**config.mk**
```make
export PLATFORM = sky130hd
export DESIGN_NAME = dtw_slot_sequencer_flat
export DESIGN_NICKNAME = d
export VERILOG_FILES = /design/src/rtl/dtw_slot_sequencer_if.sv /design/src/rtl/dtw_slot_sequencer.sv /design/src/flat_wrapper.sv
export SDC_FILE = /design/constraint.sdc
export NUM_CORES = 1
export LEC_CHECK = 0
export CAP_MARGIN = 40
export CORE_MARGIN = 2
export CORE_UTILIZATION = 46
export DETAILED_ROUTE_END_ITERATION = 8
export PLACE_DENSITY = 0.7
export SLEW_MARGIN = 20
export SYNTH_ARGS = -nofsm -noshare
export SYNTH_HDL_FRONTEND = slang
export SYNTH_SLANG_ARGS = --single-unit
```
**constraint.sdc**
```tcl
create_clock -name clock -period 5.1 [get_ports clock]
set_input_delay 0.765 -clock clock [delete_from_list [all_inputs] [get_ports clock]]
set_output_delay 0.765 -clock clock [all_outputs]
set_load 0.01 [all_outputs]
```
**src/rtl/dtw_slot_sequencer_if.sv**
```systemverilog
// dtw_slot_sequencer_if: command, readback and DTW-core handshake bundle for dtw_slot_sequencer
// slave  = sequencer side: start/train/train_slot/rd_slot/core_done/core_score in; busy/done/best_*/rd_score/core_*/timeout out
// master = environment side (command logic plus DTW core), directions mirrored
interface dtw_slot_sequencer_if #(parameter int SCORE_W = 26);
  logic start;
  logic train;
  logic [3:0] train_slot;
  logic busy;
  logic done;
  logic [3:0] best_slot;
  logic [SCORE_W-1:0] best_score;
  logic [3:0] rd_slot;
  logic [SCORE_W-1:0] rd_score;
  logic core_start;
  logic [3:0] core_slot;
  logic core_train;
  logic core_done;
  logic [SCORE_W-1:0] core_score;
  logic timeout;
  modport slave (
    input start, train, train_slot, rd_slot, core_done, core_score,
    output busy, done, best_slot, best_score, rd_score, core_start, core_slot, core_train, timeout
  );
  modport master (
    output start, train, train_slot, rd_slot, core_done, core_score,
    input busy, done, best_slot, best_score, rd_score, core_start, core_slot, core_train, timeout
  );
endinterface

```
**src/rtl/dtw_slot_sequencer.sv**
```systemverilog
// dtw_slot_sequencer: runs one shared DTW core once per template slot and tracks the lowest score
// Ports: clock, reset (sync, active-high); bus (dtw_slot_sequencer_if.slave) carries command, readback and core handshake.
// Optional core watchdog enabled by defining DTW_SEQ_TIMEOUT_EN; otherwise timeout is tied low.
module dtw_slot_sequencer #(
  parameter int NUM_SLOTS = 9,
  parameter int SCORE_W = 26,
  parameter int TIMEOUT = 1048576
) (
  input logic clock,
  input logic reset,
  dtw_slot_sequencer_if.slave bus
);
  typedef enum logic [2:0] {IDLE, LAUNCH, RUN, STORE, FINISH} state_t;
  localparam logic [4:0] NS = 5'(NUM_SLOTS);
  localparam logic [3:0] LAST = 4'(NUM_SLOTS - 1);
  state_t state;
  logic [3:0] slot, min_slot, new_slot;
  logic mode;
  logic lt;
  logic [SCORE_W-1:0] cap, run_min, new_min;
  logic [SCORE_W-1:0] scores [16];
`ifdef DTW_SEQ_TIMEOUT_EN
  localparam int CW = $clog2(TIMEOUT);
  localparam logic [CW-1:0] TO_LAST = CW'(TIMEOUT - 1);
  logic [CW-1:0] cnt;
`else
  assign bus.timeout = 1'b0;
`endif
  assign bus.core_slot = slot;
  assign bus.core_train = mode;
  assign bus.rd_score = ({1'b0, bus.rd_slot} < NS) ? scores[bus.rd_slot] : '0;
  // strict less-than so a tie keeps the earlier (lower) slot
  always_comb begin
    lt = cap < run_min;
    new_min = lt ? cap : run_min;
    new_slot = lt ? slot : min_slot;
  end
  always_ff @(posedge clock) begin
    if (reset) begin
      state <= IDLE;
      slot <= '0;
      min_slot <= '0;
      mode <= 1'b0;
      cap <= '0;
      run_min <= '0;
      bus.busy <= 1'b0;
      bus.done <= 1'b0;
      bus.core_start <= 1'b0;
      bus.best_slot <= '0;
      bus.best_score <= '0;
      for (int i = 0; i < 16; i++) scores[i] <= '0;
`ifdef DTW_SEQ_TIMEOUT_EN
      bus.timeout <= 1'b0;
      cnt <= '0;
`endif
    end else begin
      bus.done <= 1'b0;
      bus.core_start <= 1'b0;
      case (state)
        IDLE: if (bus.start) begin
          bus.busy <= 1'b1;
`ifdef DTW_SEQ_TIMEOUT_EN
          bus.timeout <= 1'b0;
`endif
          if (!bus.train) begin
            slot <= '0;
            min_slot <= '0;
            run_min <= '1;
            mode <= 1'b0;
            bus.core_start <= 1'b1;
            state <= LAUNCH;
          end else if ({1'b0, bus.train_slot} < NS) begin
            slot <= bus.train_slot;
            mode <= 1'b1;
            bus.core_start <= 1'b1;
            state <= LAUNCH;
          end else begin
            bus.done <= 1'b1;
            state <= FINISH;
          end
        end
        LAUNCH: begin
`ifdef DTW_SEQ_TIMEOUT_EN
          cnt <= '0;
`endif
          state <= RUN;
        end
        RUN: begin
`ifdef DTW_SEQ_TIMEOUT_EN
          cnt <= cnt + 1'b1;
          if (bus.core_done) begin
            cap <= bus.core_score;
            state <= STORE;
          end else if (cnt == TO_LAST) begin
            cap <= '1;
            bus.timeout <= 1'b1;
            state <= STORE;
          end
`else
          if (bus.core_done) begin
            cap <= bus.core_score;
            state <= STORE;
          end
`endif
        end
        STORE: begin
          if (!mode) begin
            scores[slot] <= cap;
            run_min <= new_min;
            min_slot <= new_slot;
          end
          // best_* are loaded on the way into FINISH so they appear together with done
          if (mode || slot == LAST) begin
            bus.done <= 1'b1;
            state <= FINISH;
            if (!mode) begin
              bus.best_slot <= new_slot;
              bus.best_score <= new_min;
            end
          end else begin
            slot <= slot + 1'b1;
            bus.core_start <= 1'b1;
            state <= LAUNCH;
          end
        end
        FINISH: begin
          bus.busy <= 1'b0;
          state <= IDLE;
        end
        default: state <= IDLE;
      endcase
    end
  end
endmodule

```
**src/flat_wrapper.sv**
```systemverilog
// flat-port wrapper written by rule: the top's interface ports become plain ports
module dtw_slot_sequencer_flat 
#(
  parameter int NUM_SLOTS = 9,
  parameter int SCORE_W = 26,
  parameter int TIMEOUT = 1048576
)
  (clock, reset, bus_start, bus_train, bus_train_slot, bus_rd_slot, bus_core_done, bus_core_score, bus_busy, bus_done, bus_best_slot, bus_best_score, bus_rd_score, bus_core_start, bus_core_slot, bus_core_train, bus_timeout);
  dtw_slot_sequencer_if #(.SCORE_W(SCORE_W)) bus_i ();
  input logic clock;
  input logic reset;
  input wire logic [$bits(bus_i.start)-1:0] bus_start;
  input wire logic [$bits(bus_i.train)-1:0] bus_train;
  input wire logic [$bits(bus_i.train_slot)-1:0] bus_train_slot;
  input wire logic [$bits(bus_i.rd_slot)-1:0] bus_rd_slot;
  input wire logic [$bits(bus_i.core_done)-1:0] bus_core_done;
  input wire logic [$bits(bus_i.core_score)-1:0] bus_core_score;
  output wire logic [$bits(bus_i.busy)-1:0] bus_busy;
  output wire logic [$bits(bus_i.done)-1:0] bus_done;
  output wire logic [$bits(bus_i.best_slot)-1:0] bus_best_slot;
  output wire logic [$bits(bus_i.best_score)-1:0] bus_best_score;
  output wire logic [$bits(bus_i.rd_score)-1:0] bus_rd_score;
  output wire logic [$bits(bus_i.core_start)-1:0] bus_core_start;
  output wire logic [$bits(bus_i.core_slot)-1:0] bus_core_slot;
  output wire logic [$bits(bus_i.core_train)-1:0] bus_core_train;
  output wire logic [$bits(bus_i.timeout)-1:0] bus_timeout;
  assign bus_i.start = bus_start;
  assign bus_i.train = bus_train;
  assign bus_i.train_slot = bus_train_slot;
  assign bus_i.rd_slot = bus_rd_slot;
  assign bus_i.core_done = bus_core_done;
  assign bus_i.core_score = bus_core_score;
  assign bus_busy = bus_i.busy;
  assign bus_done = bus_i.done;
  assign bus_best_slot = bus_i.best_slot;
  assign bus_best_score = bus_i.best_score;
  assign bus_rd_score = bus_i.rd_score;
  assign bus_core_start = bus_i.core_start;
  assign bus_core_slot = bus_i.core_slot;
  assign bus_core_train = bus_i.core_train;
  assign bus_timeout = bus_i.timeout;
  dtw_slot_sequencer #(.NUM_SLOTS(NUM_SLOTS), .SCORE_W(SCORE_W), .TIMEOUT(TIMEOUT)) u_core (.clock(clock), .reset(reset), .bus(bus_i));
endmodule
```
==> summary.md, run 1 <==
| Metric | Value |
|---|---|
| Post-synth EDFFs | 234 |
| CTS Hold Bufs | 0 |
| Area Growth Syn to Fin | 15.8% |
| Maxcap violations | 0 |
| Clock power frac | 0.400 |
| Power Total | 6.47 mW |
| Num ports | 104 |
| Peak supply drop | 0.216 mV |
| Async set-reset flop share out of synthesis | 0 |
| Synth Net Count | 1523 |
| Part of the power in registers | 0.481 |
| Critical path data required time | 4.34 ns |
| Routed Antenna Nets | 0 |
| Mapped Area | 16000 sq um |
| Fill count | 2919 |
| Die ar. | 36300 sq um |
| Worst Setup SP | bus_rd_slot[3] |
| CTS sink cnt | 331 |
| Clock tree root driver cell | clkbuf_16 |
| Post-route setup TNS | 0 ns |
| Lkg Pwr | 6.77 nW |
| Number of buffers created by CTS | 36 |
| Die X | 190 microns |
| Unique masters post-synth | 60 |
| WL final | 40200 microns |
| Worst r2r dst | u_core.run_min[10] |
| Max Fclk | 250 MHz |
| Global Route met3 Usage | 0.0377 |
| Hold Crit Class | reg2reg |
| Slew Limit Fails | 0 |
| Global-route wire length before repair | 62300 microns |
| Final hold slack | 0.460 ns |
| Switching Share | 0.251 |
| Via/cell ratio | 5.63 |
| Worst-path clk slew | 0.05 ns |
| Post-DP HPWL | 23400 microns |
| Final Instance Area | 18500 sq um |
| Final hold violations | 0 |
| Final setup vio count | 0 |
| Critical path type | in2out |
| Initial Util | 0.465 |
| Die Ht | 190 microns |
| Core ar. | 34400 sq um |
| Synthesized flop and latch total | 331 |
| Initial antenna violation count | 1 |
| Cells after synthesis | 1455 |
| Number of synthesis warnings | 0 |
| GR Util met2 | 0.358 |
| PwrDens | 350 nW/um^2 |
| Post-layout nets | 1536 |
| Placed inst area | 17200 sq um |
| Top_reg_cell synth | edfxtp_1 |
| Grt total ovfl | 0 |
| DRC violation count after routing | 0 |
| Worst-skew pair later-pin latency | 0.51 ns |
| Status | finished, final reports clean |
| Via count | 10965 |
| Reg2reg setup slack | 1.86 ns |
| Average size of a mapped cell | 11.0 sq um |
| Worst Setup EP | bus_rd_score[12] |
| Global Route met1 Usage | 0.315 |
| Vias in the first global route | 10663 |
| First-pass iteration count of the detailed router | 6 |
| Ant diodes | 0 |
| NetSw | 1.62 mW |
| CTS tree | built |
| Worst-margin pin slew | 0.883 ns |
| Worst R2R Path Depth | 8 |
| Critical Path Fanout Max | 17 |
| Crit. End Element | output port |
| Minimum clock period | 4.00 ns |
| Sequential area share after synthesis | 0.561 |
| Worst Skew | 0.0104 ns |
| Worst Path Arrival | 3.24 ns |
| Post_cts resized | 0 |
| Drt wl/cell | 20.6 microns |
| GRT Resource Usage Total | 0.222 |
| Slew HR | 0.411 |
| Reg2reg start | u_core.cap[13] |
| Unrepaired setup endpoints after global routing | no |
| Final period util | 0.785 |
| CP Launch Type | input pin |
| Pin count of the biggest net entering global routing | 50 |
| Share of layout cells above drive strength 1 | 0.115 |
| Power share of the combinational group | 0.119 |
| H-tree depth | 2 |
| Post-CTS Setup Repair Bufs | 0 |
| Hold Startpoint | u_core.bus.best_score[13] |
| Row count | 68 |
| Layer with the highest usage | met2 |
| Initial DRC Count | 842 |
| Int Pwr | 4.85 mW |
| Routability Congestion | 0.794 |
| Number of port buffers | 102 |
| Deepest clock path buffer count | 3 |
[worst max-delay path: stages]
cell and delay (ns):
clkdlybuf4s50_1 0.50, buf_4 0.24, nand2b_1 0.58, o22ai_1 0.53
clkdlybuf4s50_1 0.61
[cells in the final DEF (no fill, tap or decap), types with 5 or more instances in the layout]
cell type,count
and2_1,235
edfxtp_1,234
nand2_1,117
clkdlybuf4s50_1,99
dfxtp_1,97
a21oi_1,92
inv_1,58
nand2b_1,55
o22ai_1,51
nor2_1,42
clkbuf_16,37
nand3_1,36
nand4_1,34
o211ai_1,30
ha_1,29
a211oi_1,28
mux4_2,27
nor4_1,26
mux2_2,25
buf_4,25
or2_2,9
clkinv_1,9
buf_16,9
o21ai_0,7
clkbuf_1,7
nor2_4,5
nor3_4,5
[cell usage after synthesis, types with 4 or more instances]
| master | number | share of area |
|---|---|---|
| nor2_1 | 42 | 0.0099 |
| clkbuf_1 | 106 | 0.025 |
| o211ai_1 | 30 | 0.014 |
| nor4_1 | 26 | 0.010 |
| o31ai_1 | 4 | 0.0019 |
| a211oi_1 | 28 | 0.013 |
| and2_1 | 235 | 0.092 |
| nand4_1 | 34 | 0.013 |
| mux4_2 | 27 | 0.038 |
| dfxtp_1 | 97 | 0.12 |
| buf_1 | 4 | 0.00094 |
| inv_1 | 58 | 0.014 |
| mux2_2 | 25 | 0.018 |
| edfxtp_1 | 234 | 0.44 |
| nand2b_1 | 55 | 0.022 |
| or2_2 | 9 | 0.0035 |
| a21oi_1 | 92 | 0.029 |
| nand3_1 | 36 | 0.011 |
| nor2_4 | 4 | 0.0028 |
| buf_4 | 13 | 0.0061 |
| buf_2 | 26 | 0.0081 |
| nand2_1 | 117 | 0.027 |
| o22ai_1 | 51 | 0.020 |
| o21ai_0 | 7 | 0.0022 |
| ha_1 | 29 | 0.023 |
| clkbuf_2 | 12 | 0.0038 |
[worst min-delay path by stage]
| stage | endpoint | slack [ns] | cells past startpoint |
|---|---|---|---|
| 3_5_place_dp | u_core.bus.best_slot[1] | 0.45 | 2 |
| 5_1_grt | u_core.bus.best_score[21] | 0.49 | 2 |
| 2_1_floorplan | u_core.bus.best_slot[2] | 0.46 | 1 |
| 4_1_cts | u_core.bus.best_slot[1] | 0.47 | 2 |
| 3_3_place_gp | u_core.bus.best_score[13] | 0.44 | 2 |
| 6_report | u_core.bus.best_score[13] | 0.46 | 2 |
[per-layer routing]
metal / vias to the layer above / share of wire
li1: 5152 / -
met1: 5361 / 0.44
met2: 394 / 0.47
met3: 58 / 0.076
met4: 0 / 0.019
met5: - / 0
[metrics by stage]
step / cells / utilization / setup slack, ns
2_1_floorplan: 1455 / - / 2.36
3_3_place_gp: 1874 / 0.497 / 1.14
3_5_place_dp: 1878 / 0.499 / 1.10
4_1_cts: 1941 / 0.533 / 1.10
5_1_grt: 1948 / 0.539 / 1.05
6_report: 1948 / 0.539 / 1.10
[final cells by class]
type | count | area [sq um] | area share
multi-input combinational | 904 | 6130 | 0.331
clock inverter | 17 | 175 | 0.00946
timing repair buffer | 137 | 1470 | 0.0795
tap | 455 | 569 | 0.0308
clock buffer | 46 | 980 | 0.0529
inverter | 58 | 218 | 0.0118
sequential | 331 | 8970 | 0.484
[state kept, by name (all words and copies together), names as in the netlist, 3 cells and up]
signal                 cells
u_core.bus.best_slot       4
u_core.state               3
u_core.scores            234
u_core.run_min            26
u_core.cap                26
u_core.bus.best_score     26
u_core.min_slot            4
u_core.bus.core_slot       4
[power groups by stage]
stage	Clock [mW]	Combinational [mW]	Sequential, mW
floorplan	0	0.545	3.09
global placement	0	0.727	3.16
detailed placement	0	0.750	3.17
CTS	2.61	0.755	3.11
global route	2.72	0.851	3.13
finish	2.59	0.773	3.11
[logic make-up after synthesis]
logic type	Yosys count	share of synthesized area
AND/OR/NAND/NOR	592	0.213
AO/OA/AOI/OAI	227	0.0877
other	1	0.000235
adder cells (fa/ha/maj)	29	0.0227
buffers and inverters	220	0.0582
flip-flops	331	0.561
multiplexers	54	0.0569
XOR/XNOR	1	0.000548
Power figures use the tool's default switching activity.
==> run 2, diff against run 1 <==
Settings changed: PLACE_DENSITY 0.7 to 0.72.
Clock period 5.1 ns to 3.3 ns, I/O delays scaled along.
==> run 2 against run 1 <==
- global-route usage decreased by 0.054 points
- total power rose by 56%
- clock skew is 0.0025 ns higher
- hold slack lost 0.035 ns
- critical path depth rose by 2
- clock power is 58% higher
- critical path type unchanged
- largest power group unchanged
- highest routed layer unchanged
==> summary.md, run 2 (synthesis gave the netlist of run 1 again) <==
| Metric | Value |
|---|---|
| Worst Skew | 0.0129 ns |
| WL final | 39800 microns |
| Initial DRC Count | 971 |
| Commonest non-fill, non-tap cells in the layout | 235 x and2_1, 234 x edfxtp_1, 117 x nand2_1, 99 x clkdlybuf4s50_1, 97 x dfxtp_1 |
| Vias in the first global route | 11162 |
| Core ar. | 34400 sq um |
| Slew HR | 0.468 |
| Cells along the critical path | clkdlybuf4s50_1, buf_4, nand2b_1, a21oi_1, o22ai_1, o22ai_1, clkdlybuf4s50_1 |
| CP Launch Type | input pin |
| Area Growth Syn to Fin | 16.8% |
| Routability Congestion | 0.820 |
| Post-CTS Setup Repair Bufs | 0 |
| Post_cts resized | 0 |
| Final period util | 0.914 |
| Final WS setup | 0.282 ns |
| Int Pwr | 7.59 mW |
| Reg2reg start | u_core.cap[24] |
| Grt total ovfl | 0 |
| Final setup vio count | 0 |
| Post-layout nets | 1563 |
| Share of layout cells above drive strength 1 | 0.133 |
| Max reg flops | 234 |
| Die X | 190 microns |
| Num ports | 104 |
| NetSw | 2.54 mW |
| Status | finished, final reports clean |
| Worst Setup SP | bus_rd_slot[3] |
| Critical path type | in2out |
| Minimum clock period | 3.02 ns |
| Routed Antenna Nets | 0 |
| Final hold violations | 0 |
| Die Ht | 190 microns |
| Number of buffers created by CTS | 36 |
| CTS Hold Bufs | 0 |
| Hold Crit Class | in2reg |
| Final Instance Area | 18700 sq um |
| GRT Resource Usage Total | 0.222 |
| DP Cell Count | 1912 |
| Slowest CP cell | clkdlybuf4s50_1 |
| Clock power frac | 0.403 |
| Switching Share | 0.250 |
| Worst-path clk slew | 0.06 ns |
| Drt wl/cell | 20.2 microns |
| H-tree depth | 2 |
| Ant diodes | 0 |
| Max Fclk | 331 MHz |
| Unrepaired setup endpoints after global routing | no |
| Critical Path Fanout Max | 20 |
| Worst-skew pair later-pin latency | 0.52 ns |
| Global-route wire length before repair | 62400 microns |
| Non-filler cells, final | 1975 |
| Via/cell ratio | 5.69 |
| Pin count of the biggest net entering global routing | 60 |
| Placed inst area | 17500 sq um |
| Critical path data required time | 2.80 ns |
| Hold Startpoint | reset |
| Crit. End Element | output port |
| Part of the power in registers | 0.471 |
| DRC violation count after routing | 0 |
| Die ar. | 36300 sq um |
| CTS tree | built |
| Worst Path Arrival | 2.52 ns |
| Worst-margin pin slew | 0.799 ns |
| Clock tree root driver cell | clkbuf_16 |
| Via count | 11239 |
| CTS sink cnt | 331 |
| Commonest non-fill, non-tap cell in the layout | and2_1 |
| First-pass iteration count of the detailed router | 5 |
| Initial Util | 0.465 |
| Final core utilization | 0.543 |
| Peak supply drop | 0.342 mV |
| Slew Limit Fails | 0 |
| Row count | 68 |
| Top reg by flops | u_core.scores |
| CP max stage delay | 0.59 ns |
| Deepest clock path buffer count | 3 |
| Initial antenna violation count | 0 |
| Maxcap violations | 0 |
| Power share of the combinational group | 0.126 |
| Post-DP HPWL | 24700 microns |
| PwrDens | 542 nW/um^2 |
| Number of port buffers | 102 |
| Lkg Pwr | 6.89 nW |
| Pre-CTS WS | 0.255 ns |
| Post-route setup TNS | 0 ns |
==> run 2: power groups by stage <==
stage | registers, mW | logic [mW] | clock network, mW
global placement | 4.84 | 1.24 | 0
CTS | 4.76 | 1.27 | 4.14
finish | 4.77 | 1.27 | 4.08
floorplan | 4.78 | 0.842 | 0
global route | 4.78 | 1.38 | 4.33
detailed placement | 4.85 | 1.26 | 0
==> run 2: final timing paths <==
path | cells after the start | slack, ns | endpoint
setup / recovery | 7 | 0.28 | bus_rd_score[0]
hold / removal | 2 | 0.43 | u_core.cap[9]
setup reg to reg | 8 | 0.30 | u_core.run_min[22]
hold reg to reg | 2 | 0.47 | u_core.bus.best_score[1]
==> run 2: area by class of cell <==
cell class | count | area [sq um]
inverters | 58 | 218
multi-input cells | 904 | 6130
well taps | 455 | 569
clock buffers | 46 | 970
clock inverters | 17 | 219
flip-flops and latches | 331 | 8970
fillers | 2856 | 15700
repair buffers | 164 | 1590
==> run 2: metal layers <==
layer | vias to the layer above | wire, microns | track usage
met5 | - | 0 | 0
met1 | 5512 | 17800 | 0.314
met3 | 48 | 2740 | 0.0386
met4 | 0 | 658 | 0.0578
li1 | 5218 | - | -
met2 | 461 | 18700 | 0.355
==> run 2: worst max-delay path, delay by kind of cell <==
kind,cells,cell delay (ns)
buf+inv,3,1.47
compound gates,3,0.39
simple gates,1,0.16
==> run 2: stage by stage <==
step	total power [mW]	hold slack (ns)
3_3_place_gp	6.07	0.443
2_1_floorplan	5.63	0.461
6_report	10.1	0.425
4_1_cts	10.2	0.391
5_1_grt	10.5	0.417
3_5_place_dp	6.11	0.444
